## config.mk

```make
export PLATFORM = sky130hd
export DESIGN_NAME = uart_rx_core
export DESIGN_NICKNAME = d
export VERILOG_FILES = /design/src/rtl/uart_rx_core.sv
export SDC_FILE = /design/constraint.sdc
export NUM_CORES = 1
export LEC_CHECK = 0
export ABC_AREA = 1
export CORE_ASPECT_RATIO = 1.75
export CORE_MARGIN = 5
export CORE_UTILIZATION = 40
export CTS_BUF_LIST = sky130_fd_sc_hd__clkbuf_4
export CTS_CLUSTER_SIZE = 40
export DETAILED_ROUTE_END_ITERATION = 10
export GPL_TIMING_DRIVEN = 0
export SLEW_MARGIN = 20
export SYNTH_ARGS = -nofsm -noshare
export SYNTH_HDL_FRONTEND = slang
export SYNTH_SLANG_ARGS = --single-unit
```

## constraint.sdc

```tcl
create_clock -name sysclk -period 1.84 [get_ports sysclk]
set_input_delay 0.368 -clock sysclk [delete_from_list [all_inputs] [get_ports sysclk]]
set_output_delay 0.368 -clock sysclk [all_outputs]
set_load 0.03 [all_outputs]
```

## src/rtl/uart_rx_core.sv

```systemverilog
// UART receiver core: two-flop line synchronizer, mid-bit sampling FSM, 8N1 framing.
// Define UART_RX_PARITY_EN to build the 8E1 variant with a PARITY state and parity_err reporting.
module uart_rx_core #(
  parameter int CLKS_PER_BIT = 10417
) (
  input  logic       sysclk,
  input  logic       reset,
  input  logic       uart_rxd,
  output logic [7:0] rx_data,
  output logic       rx_status,
  output logic       frame_err,
  output logic       parity_err,
  output logic       rx_busy
);

  // state     | meaning
  // IDLE      | line idle, waiting for a low level
  // START     | half a bit time into the start bit, confirm it is still low
  // DATA      | sample 8 data bits, LSB first, one bit time apart
  // PARITY    | sample even-parity bit (parity build only)
  // STOP      | sample stop bit, publish byte or flag framing error
  // WAIT_HIGH | line stuck low after a bad stop bit, wait for it to go high
  localparam logic [2:0] IDLE      = 3'd0;
  localparam logic [2:0] START     = 3'd1;
  localparam logic [2:0] DATA      = 3'd2;
`ifdef UART_RX_PARITY_EN
  localparam logic [2:0] PARITY    = 3'd3;
`endif
  localparam logic [2:0] STOP      = 3'd4;
  localparam logic [2:0] WAIT_HIGH = 3'd5;

  localparam int             CW      = $clog2(CLKS_PER_BIT);
  localparam logic [CW-1:0]  FULL_TC = CW'(CLKS_PER_BIT - 1);
  localparam logic [CW-1:0]  HALF_TC = CW'((CLKS_PER_BIT / 2) - 1);

  logic          rxd_meta;
  logic          rxd_sync;
  logic [2:0]    state;
  logic [CW-1:0] baud_cnt;
  logic [2:0]    bit_cnt;
  logic [7:0]    shift_q;
  logic          baud_tc;
  logic          counting;
  logic          byte_ok;

  always_ff @(posedge sysclk or negedge reset) begin
    if (!reset) begin
      rxd_meta <= 1'b1;
      rxd_sync <= 1'b1;
    end else begin
      rxd_meta <= uart_rxd;
      rxd_sync <= rxd_meta;
    end
  end

  // START waits half a bit so every later sample lands mid-bit.
  assign baud_tc  = (state == START) ? (baud_cnt == HALF_TC) : (baud_cnt == FULL_TC);
  assign counting = (state != IDLE) && (state != WAIT_HIGH);
  assign rx_busy  = (state != IDLE);

`ifdef UART_RX_PARITY_EN
  logic par_bad;

  always_ff @(posedge sysclk or negedge reset) begin
    if (!reset) begin
      par_bad    <= 1'b0;
      parity_err <= 1'b0;
    end else begin
      parity_err <= 1'b0;
      if (state == IDLE) begin
        par_bad <= 1'b0;
      end else if (state == PARITY && baud_tc) begin
        par_bad    <= (rxd_sync != (^shift_q));
        parity_err <= (rxd_sync != (^shift_q));
      end
    end
  end

  assign byte_ok = !par_bad;
`else
  assign parity_err = 1'b0;
  assign byte_ok    = 1'b1;
`endif

  always_ff @(posedge sysclk or negedge reset) begin
    if (!reset) begin
      state     <= IDLE;
      baud_cnt  <= '0;
      bit_cnt   <= 3'd0;
      shift_q   <= 8'h00;
      rx_data   <= 8'h00;
      rx_status <= 1'b0;
      frame_err <= 1'b0;
    end else begin
      rx_status <= 1'b0;
      frame_err <= 1'b0;
      if (counting) begin
        baud_cnt <= baud_tc ? '0 : baud_cnt + CW'(1);
      end
      case (state)
        IDLE: begin
          if (!rxd_sync) begin
            state    <= START;
            baud_cnt <= '0;
            bit_cnt  <= 3'd0;
          end
        end
        START: begin
          if (baud_tc) begin
            state <= rxd_sync ? IDLE : DATA;
          end
        end
        DATA: begin
          if (baud_tc) begin
            shift_q <= {rxd_sync, shift_q[7:1]};
            bit_cnt <= bit_cnt + 3'd1;
            if (bit_cnt == 3'd7) begin
`ifdef UART_RX_PARITY_EN
              state <= PARITY;
`else
              state <= STOP;
`endif
            end
          end
        end
`ifdef UART_RX_PARITY_EN
        PARITY: begin
          if (baud_tc) begin
            state <= STOP;
          end
        end
`endif
        STOP: begin
          if (baud_tc) begin
            if (rxd_sync) begin
              // A frame with bad parity is consumed here without publishing it.
              if (byte_ok) begin
                rx_data   <= shift_q;
                rx_status <= 1'b1;
              end
              state <= IDLE;
            end else begin
              frame_err <= 1'b1;
              state     <= WAIT_HIGH;
            end
          end
        end
        WAIT_HIGH: begin
          if (rxd_sync) begin
            state <= IDLE;
          end
        end
        default: state <= IDLE;
      endcase
    end
  end

endmodule

```

After elaboration in Yosys (flattened, before gate mapping)
Index checks and enable logic that the tools add are counted.

Word-level logic and storage cells: 56. Output and inout port bits: 12. Input port bits: 3. Bits in registers: 40.

$add $sub $neg: 2. Muxes and demuxes: 23. Reductions and logical operators: 8. Eq/ne operators: 14.

Operator list (count): $mux W14 (4); $mux W3 (9); $pmux W3 S5 (1); $add A14 B1 Y14 const B (1); $eq A14 B13 Y1 const B (1); $eq A14 B14 Y1 const B (1); $ne A2 B2 Y1 const B (6); $eq A3 B3 Y1 const B (3); $mux W1 (7); $pmux W3 S2 (1); $reduce_and A3 Y1 (2); $reduce_and A6 Y1 (1); $add A3 B1 Y3 const B (1); $eq A3 B1 Y1 const B (1); $eq A3 B2 Y1 const B (1); $logic_not A3 Y1 (1); $ne A3 B3 Y1 const B (1); $reduce_bool A3 Y1 (1); $mux W2 (1); $reduce_and A2 Y1 (1); $reduce_bool A2 Y1 (1); $logic_and A1 B1 Y1 (1).

Longest topological paths before layout
Depth after elaboration: 6. Mapped depth: 12. Depth with buffers taken out: 12.

Worst setup path before layout
OpenSTA, ideal clock, no wires.

Kind: register to register. Start: register state[2]. End: register baud_cnt[12]. Cell stages (with the launch flop): 10. Arrival: 1.430 ns. Clock period less this slack: 1.549 ns. Slack: 0.291 ns. Library setup time: 0.119 ns. Path buffers: 0. Required time: 1.721 ns. Cells stage by stage: dfrtp_1 > inv_2 > nand2_2 > nand2_2 > inv_2 > nand3_2 > nor3_2 > nand2_1 > o21ai_1 > nor2_1.

Elaborated cells between the ends (all ways): 10. Those cells by class: eq/ne (2); mux (5); reduce/logical (3).

RTL lines: start: declaration (line 38) `logic [2:0] state;`; start signal: assignment (line 110) `state <= rxd_sync ? IDLE : DATA;`; $reduce_bool A3 Y1 *; via rx_busy (line 13) `output logic rx_busy`; $logic_and A1 B1 Y1 * (line 58) `assign counting = (state != IDLE) && (state != WAIT_HIGH);`; $mux W14 * (line 97) `if (counting) begin`; $mux W14 (line 102) `if (!rxd_sync) begin`; $mux W14 * (line 100) `case (state)`; end signal: assignment (line 98) `baud_cnt <= baud_tc ? '0 : baud_cnt + CW'(1);`; end: declaration (line 39) `logic [CW-1:0] baud_cnt;`.

Mark *: on every way through the listed nets, which the timed path passes. The rest lies on a longest branch. A chain may end at the register's enable or synchronous reset.

Final worst setup path
Start: register rx_data[1]. End: output rx_data[1].

RTL lines: start: declaration (line 9) `output logic [7:0] rx_data,`; start signal: assignment (line 138) `rx_data <= shift_q;`.

No word-level cell between the ends.

==> impl_metrics.json <==
{
  "p_total_mw": 1.62,
  "final.min_clock_period_ns": 1.75,
  "drt-total-wl_um": 4110,
  "regToRegEndpoint": "rx_data[0]",
  "syn_to_layout_area_delta_pct": 18.5,
  "yosysWarnings": 0,
  "multi_input_area_um2": 967,
  "power_frac_comb_pct": 2.2,
  "launching_element_type_of_the_critical_path": "register",
  "worst_path_cell_with_the_longest_stage_delay": "clkdlybuf4s50_1",
  "synth_area_leaders": "dfrtp_1 (46%), nand2_1 (15%), nand3_1 (7.1%)",
  "std_cell_rows": 34,
  "post_synth_most_frequent_cells": "nand2_1 (84), dfrtp_1 (38), nand3_1 (29)",
  "timing.hold.worst.class": "reg2reg",
  "critical_path_arrival_ns": 1.38,
  "rsz0062_at_grt": "false",
  "vias_per_cell": 4.98,
  "postSynthRegisterBits": 40,
  "min_period_over_period_pct": 95.2,
  "n_antenna_cell": 0,
  "fillCellCount": 504,
  "critical_path.cell_chain": "clkdlybuf4s50_1",
  "core_area_mm2": 0.00498,
  "fraction_of_registers_with_async_set_or_reset_after_synthesis_pct": 100,
  "place_congestion": 0.785,
  "criticalPathCategory": "reg2out",
  "grt_first_pass_wirelength_um": 7250,
  "start_point_of_the_worst_min_delay_path": "rxd_meta",
  "worst_slack_on_hold_paths_ns": 0.364,
  "clk_pin_slew_ns": 0.12,
  "holdPathEnd": "rxd_sync",
  "regArea_mm2": 0.00101,
  "synth_edf_count": 0,
  "groute.usage.overall_pct": 13.2,
  "first_global_vias": 1642,
  "critical_path.top_delay_family": "buffers and inverters",
  "worstHoldPathCells": 0,
  "final_core_util_pct": 49.0,
  "insertion_delay_ns": 0.35,
  "fp.dieW_um": 64.2,
  "initial_core_util_pct": 41.3,
  "synth_largest_type_area_fraction_pct": 46.2,
  "post_synth_num_cell_types": 30,
  "synth.net_count": 262,
  "cellInternalPower_mw": 1.31,
  "cp_data_required_time_ns": 1.47,
  "worst-path-max-fanout": 2,
  "grt_max_degree": 23,
  "finalSetupViolCount": 0,
  "p_leak_nw": 1.29,
  "htree_levels": 2,
  "drive_gt1_share_pct": 21.0,
  "fin_worst_skew_ns": 0.0131,
  "timing.critical_path.to_type": "primary output",
  "tightestPinTransition_ns": 0.559,
  "port-buffer-count": 13,
  "irDropWorstVdd_mv": 0.523,
  "boundaryPins": 15,
  "powerDensity_mw_per_mm2": 663,
  "report.final.hold_viol_count": 0,
  "drtPass1Iterations": 4,
  "worst-path-stages": 1,
  "final_net_count": 287,
  "timing.final.max_slew_violations": 0,
  "hpwlAfterDp_um": 3150,
  "remaining_routing_drc_violations": 0,
  "run_status": "completed",
  "routedWlPerCell_um": 12.3,
  "seq_power_share_pct": 54.7,
  "max_freq_mhz": 571,
  "fin_setup_tns_ns": 0,
  "die_area_mm2": 0.00673,
  "max_slew_margin_pct": 62.5,
  "power_frac_clock_pct": 43.1,
  "cts-buffers-inserted": 5,
  "mappedNetlistArea_mm2": 0.00206,
  "grt_antenna_before_repair": 0,
  "max_cap_viol_count": 0,
  "reg2reg_from": "state[1]",
  "dr.first_iter.drc_count": 26,
  "critPathMaxStageDelay_ns": 0.67,
  "cts.root.buffer_cell": "clkbuf_4",
  "die_h_um": 105,
  "detailroute.via_count": 1667,
  "overflow": 0,
  "synth_largest_area_cell": "dfrtp_1",
  "r2r_cells": 11,
  "syn-instance-count": 256,
  "dominantRegCellSynth": "dfrtp_1",
  "cts_num_sinks": 40,
  "max-clock-path-buffers": 2,
  "cts_tree": "yes",
  "reg2reg_slack_ns": 0.15,
  "antenna_left": 0,
  "cp_num_buf_inv": 1,
  "p_sw_share_pct": 18.9,
  "post_synth.cell_area_avg_um2": 8.04,
  "post-synth-top-count-cell": "nand2_1",
  "total_switching_power_mw": 0.305,
  "ys_seq_area_share_pct": 48.8
}
[how the worst max path moves through the flow]
stage	startpoint	to	slack (ns)
floorplan	state[2]	baud_cnt[12]	0.29
global route	state[1]	rx_data[4]	0.002
global placement	reset	baud_cnt[2]	-0.66
finish	rx_data[1]	rx_data[1]	0.09
CTS	state[2]	rx_data[0]	0.002
detailed placement	state[2]	rx_data[0]	0.04
[layout make-up]
| cell class | count | area share [%] |
|---|---|---|
| plain buffers | 2 | 0.770 |
| clock buffers | 5 | 1.54 |
| inverters | 25 | 4.06 |
| multi-input cells | 189 | 39.7 |
| clock inverters | 2 | 2.46 |
| flip-flops and latches | 40 | 41.3 |
| repair buffers | 18 | 7.39 |
| well taps | 54 | 2.77 |
[power groups by stage]
stage / Combinational [mW] / Clock, mW / Sequential [mW]
after floorplan: 0.00595 / 0 / 0.901
after global routing: 0.0406 / 0.760 / 0.885
after detailed placement: 0.0352 / 0 / 0.901
final: 0.0353 / 0.697 / 0.884
after CTS: 0.0368 / 0.727 / 0.884
after global placement: 0.0289 / 0 / 0.901
[cells by family (layout without fill, tap and decap cells)]
kind of cell             count (synthesis)  in the layout  share of synthesized area [%]
buffers and inverters                   27             52                           5.60
other                                    1              1                          0.182
XOR/XNOR                                 5              5                           2.13
AO/OA/AOI/OAI                           16             16                           4.38
adder cells (fa/ha/maj)                  3              3                           1.83
flip-flops                              40             40                           48.8
AND/OR/NAND/NOR                        164            164                           37.1
[flip-flops by register name, indices dropped and copies added (netlist names)]
name and count:
baud_cnt 14, frame_err 1, rxd_meta 1, shift_q 8, rx_data 8, state 3, rxd_sync 1, rx_status 1
bit_cnt 3
[worst reg2reg max path, delay by kind of cell, from the launching register on]
kind / cells / cell delay (ns)
AO/OA/AOI/OAI: 1 / 0.09
AND/OR/NAND/NOR: 8 / 0.85
buffers and inverters: 2 / 0.24
flip-flops: 1 / 0.42
[routing by layer]
metal	share of wire [%]	global-route usage (%)	wire, µm	vias to the layer above
met3	3.7	3.01	154	11
met4	2.5	5.24	104	0
met1	38	13.4	1560	770
li1	-	-	-	853
met5	0	0	0	-
met2	56	24.9	2290	33
[per-stage QoR]
step                      setup slack, ns  instances  area, µm²
after floorplan                     0.291        256       2060
after global placement             -0.656        323       2250
after detailed placement           0.0383        324       2280
after CTS                         0.00239        332       2390
after global routing              0.00162        335       2440
final                              0.0891        335       2440
[placed cells by master (no fill, tap or decap), drive strengths merged, types with 3 or more instances in the layout]
cell type,instances
a21oi,6
buf,8
clkbuf,5
clkdlybuf4s50,11
dfrtp,38
ha,3
inv,25
nand2,95
nand3,31
nor2,29
nor3,5
o21ai,9
xor2,3
[repair_timing]
| action | CTS | global route |
|---|---|---|
| buffers inserted | 0 | 3 |
| endpoints found under the hold margin | 18 | 0 |
| resized for setup | 5 | 12 |
| hold buffers | 1 | 0 |
| endpoints found under the setup margin | 1 | 36 |
| pin swaps | 0 | 1 |
Note: power is estimated with default switching activity, not from simulation.
==> patch (config.mk and constraints unchanged) <==
Build with the macro `UART_RX_PARITY_EN` defined.
--- a/src/rtl/uart_rx_core.sv
+++ b/src/rtl/uart_rx_core.sv
@@ -1,5 +1,7 @@
 // UART receiver core: two-flop line synchronizer, mid-bit sampling FSM, 8N1 framing.
 // Define UART_RX_PARITY_EN to build the 8E1 variant with a PARITY state and parity_err reporting.
+`define UART_RX_PARITY_EN
+
 module uart_rx_core #(
   parameter int CLKS_PER_BIT = 10417
 ) (
Behaviour: no difference found for any inputs over 10 cycles, from zero or initial values and one cycle with reset low; that may be too few to reach the edited logic, so the function may still have changed.
==> patch against the unedited design <==
- sequential cell count is 2 higher
- wire length rose by 13%
- non-clock buffer count increased by 3
- highest routed layer unchanged
- register-to-register slack got worse by 50 ps
- total power is 4.1% higher
- synthesized area up 8.1%
- worst setup slack worse by 65 ps
- largest cell class unchanged
- critical path depth grew 2
- final area grew 8.7%
- synthesized cell count grew 7.4%
==> patch: results (changes against the unedited design) <==
status - completed
Max FO, Critical Path - 7 (+5)
Reg2Reg Setup Slack - 100 ps (-50 ps)
met1 Usage GRT - 14.98% (+1.6 points)
cell count after placement - 366 (+13%)
Seq group - 0.929 mW (+5.1%)
PortBufs - 14 (+1)
placed cell area - 0.002481 mm2 (+9.0%)
Pleak - 1.384 nW (+7.0%)
GR Layer Usage met3 - 3.093% (+0.085 points)
Clock Path Buffers - 2 (unchanged)
CP peak stage delay - 500 ps (-170 ps)
Non-Filler Instances - 380 (+13%)
Worst path slowest cell - dfrtp_2
final wirelength - 4664 um (+13%)
clk_skew - 5.312 ps (-7.748 ps)
Peak VDD IR - 466.1 uV (-11%)
Register-to-Register Path Depth - 9 (-2)
met2 Track Usage GR - 28.64% (+3.8 points)
Worst EP arrival - 1450 ps (+70 ps)
register area share after synthesis - 47.38% (-1.4 points)
Yosys cell types - 34 (+13%)
nets@finish - 309 (+7.7%)
routed vias/inst - 4.808 (-3.4%)
power density over cell area - 635.0 mW/mm2 (-4.2%)
Top delay family on crit path - flip-flops
initial DRC count - 50 (+92%)
pin count of the biggest net entering global routing - 23 (unchanged)
GP Congestion - 0.8569 (+9.1%)
Area contributors post-synth - dfrtp_1 45%, nand2_1 12%, inv_1 6.9%
hold path depth - 0 (unchanged)
global-route wire length before repair - 8259 um (+14%)
Avg Cell Area, Syn - 8.085 um2 (+0.62%)
RR Endpoint - shift_q[2]
Adder-Cell Fraction of Synth Area - 1.688% (-0.14 points)
routed wl met3 - 119 um (-23%)
Layout fillers - 573 (+14%)
DP Worst Slack - 63.07 ps (+24.74 ps)
clock distribution power - 0.721 mW (+3.4%)
Net Count, Synth - 281 (+7.3%)
post-detail-place hpwl - 3578 um (+14%)
final hold slack - 365.6 ps (+1.592 ps)
M1 WL - 1744 um (+12%)
top cells by count, synth - 72 x nand2_1, 41 x inv_1, 40 x dfrtp_1
Post-Synth XOR/XNOR Area - 3.545% (+1.4 points)
Compound-Gate Fraction of Synth Area - 8.385% (+4.0 points)
vias in the first global route - 1892 (+15%)
Tightest Pin Transition - 511.4 ps (-47.65 ps)
met2 routed WL - 2699 um (+18%)
biggest regs - baud_cnt (14), rx_data (8), shift_q (8)
## patch: changes by cell type after synthesis, moves of 3 or more
cell,change
a21oi_1,+5
inv_1,+24
inv_2,-5
nand2_1,-12
nand2_2,-7
nor2_1,-7
nor3_1,+4
o21ai_0,+7
o21ai_1,+3
## patch: what timing repair did
item	in CTS	in global routing
pin swaps	0	1
setup endpoints to repair	1	30
hold buffers	1	0
hold endpoints to repair	18	0
resized for setup	4	6
setup buffers	0	5
## patch: how the worst max path moves through the flow
stage	start	slack, ps	to
after floorplan	state[0]	330	baud_cnt[8]
after global placement	reset	-800	rx_data[7]
after detailed placement	state[2]	60	rx_busy
after CTS	state[0]	20	rx_busy
after global routing	state[0]	-40	rx_busy
final	state[0]	20	rx_busy
## patch: cell type report
type,instances,share of cell area [%]
clock inverters,3,2.408
inverters,43,6.185
clock buffers,5,1.416
flip-flops and latches,42,39.85
repair buffers,21,8.168
multi-input cells,188,37.77
plain buffers,2,0.6138
well taps,76,3.588
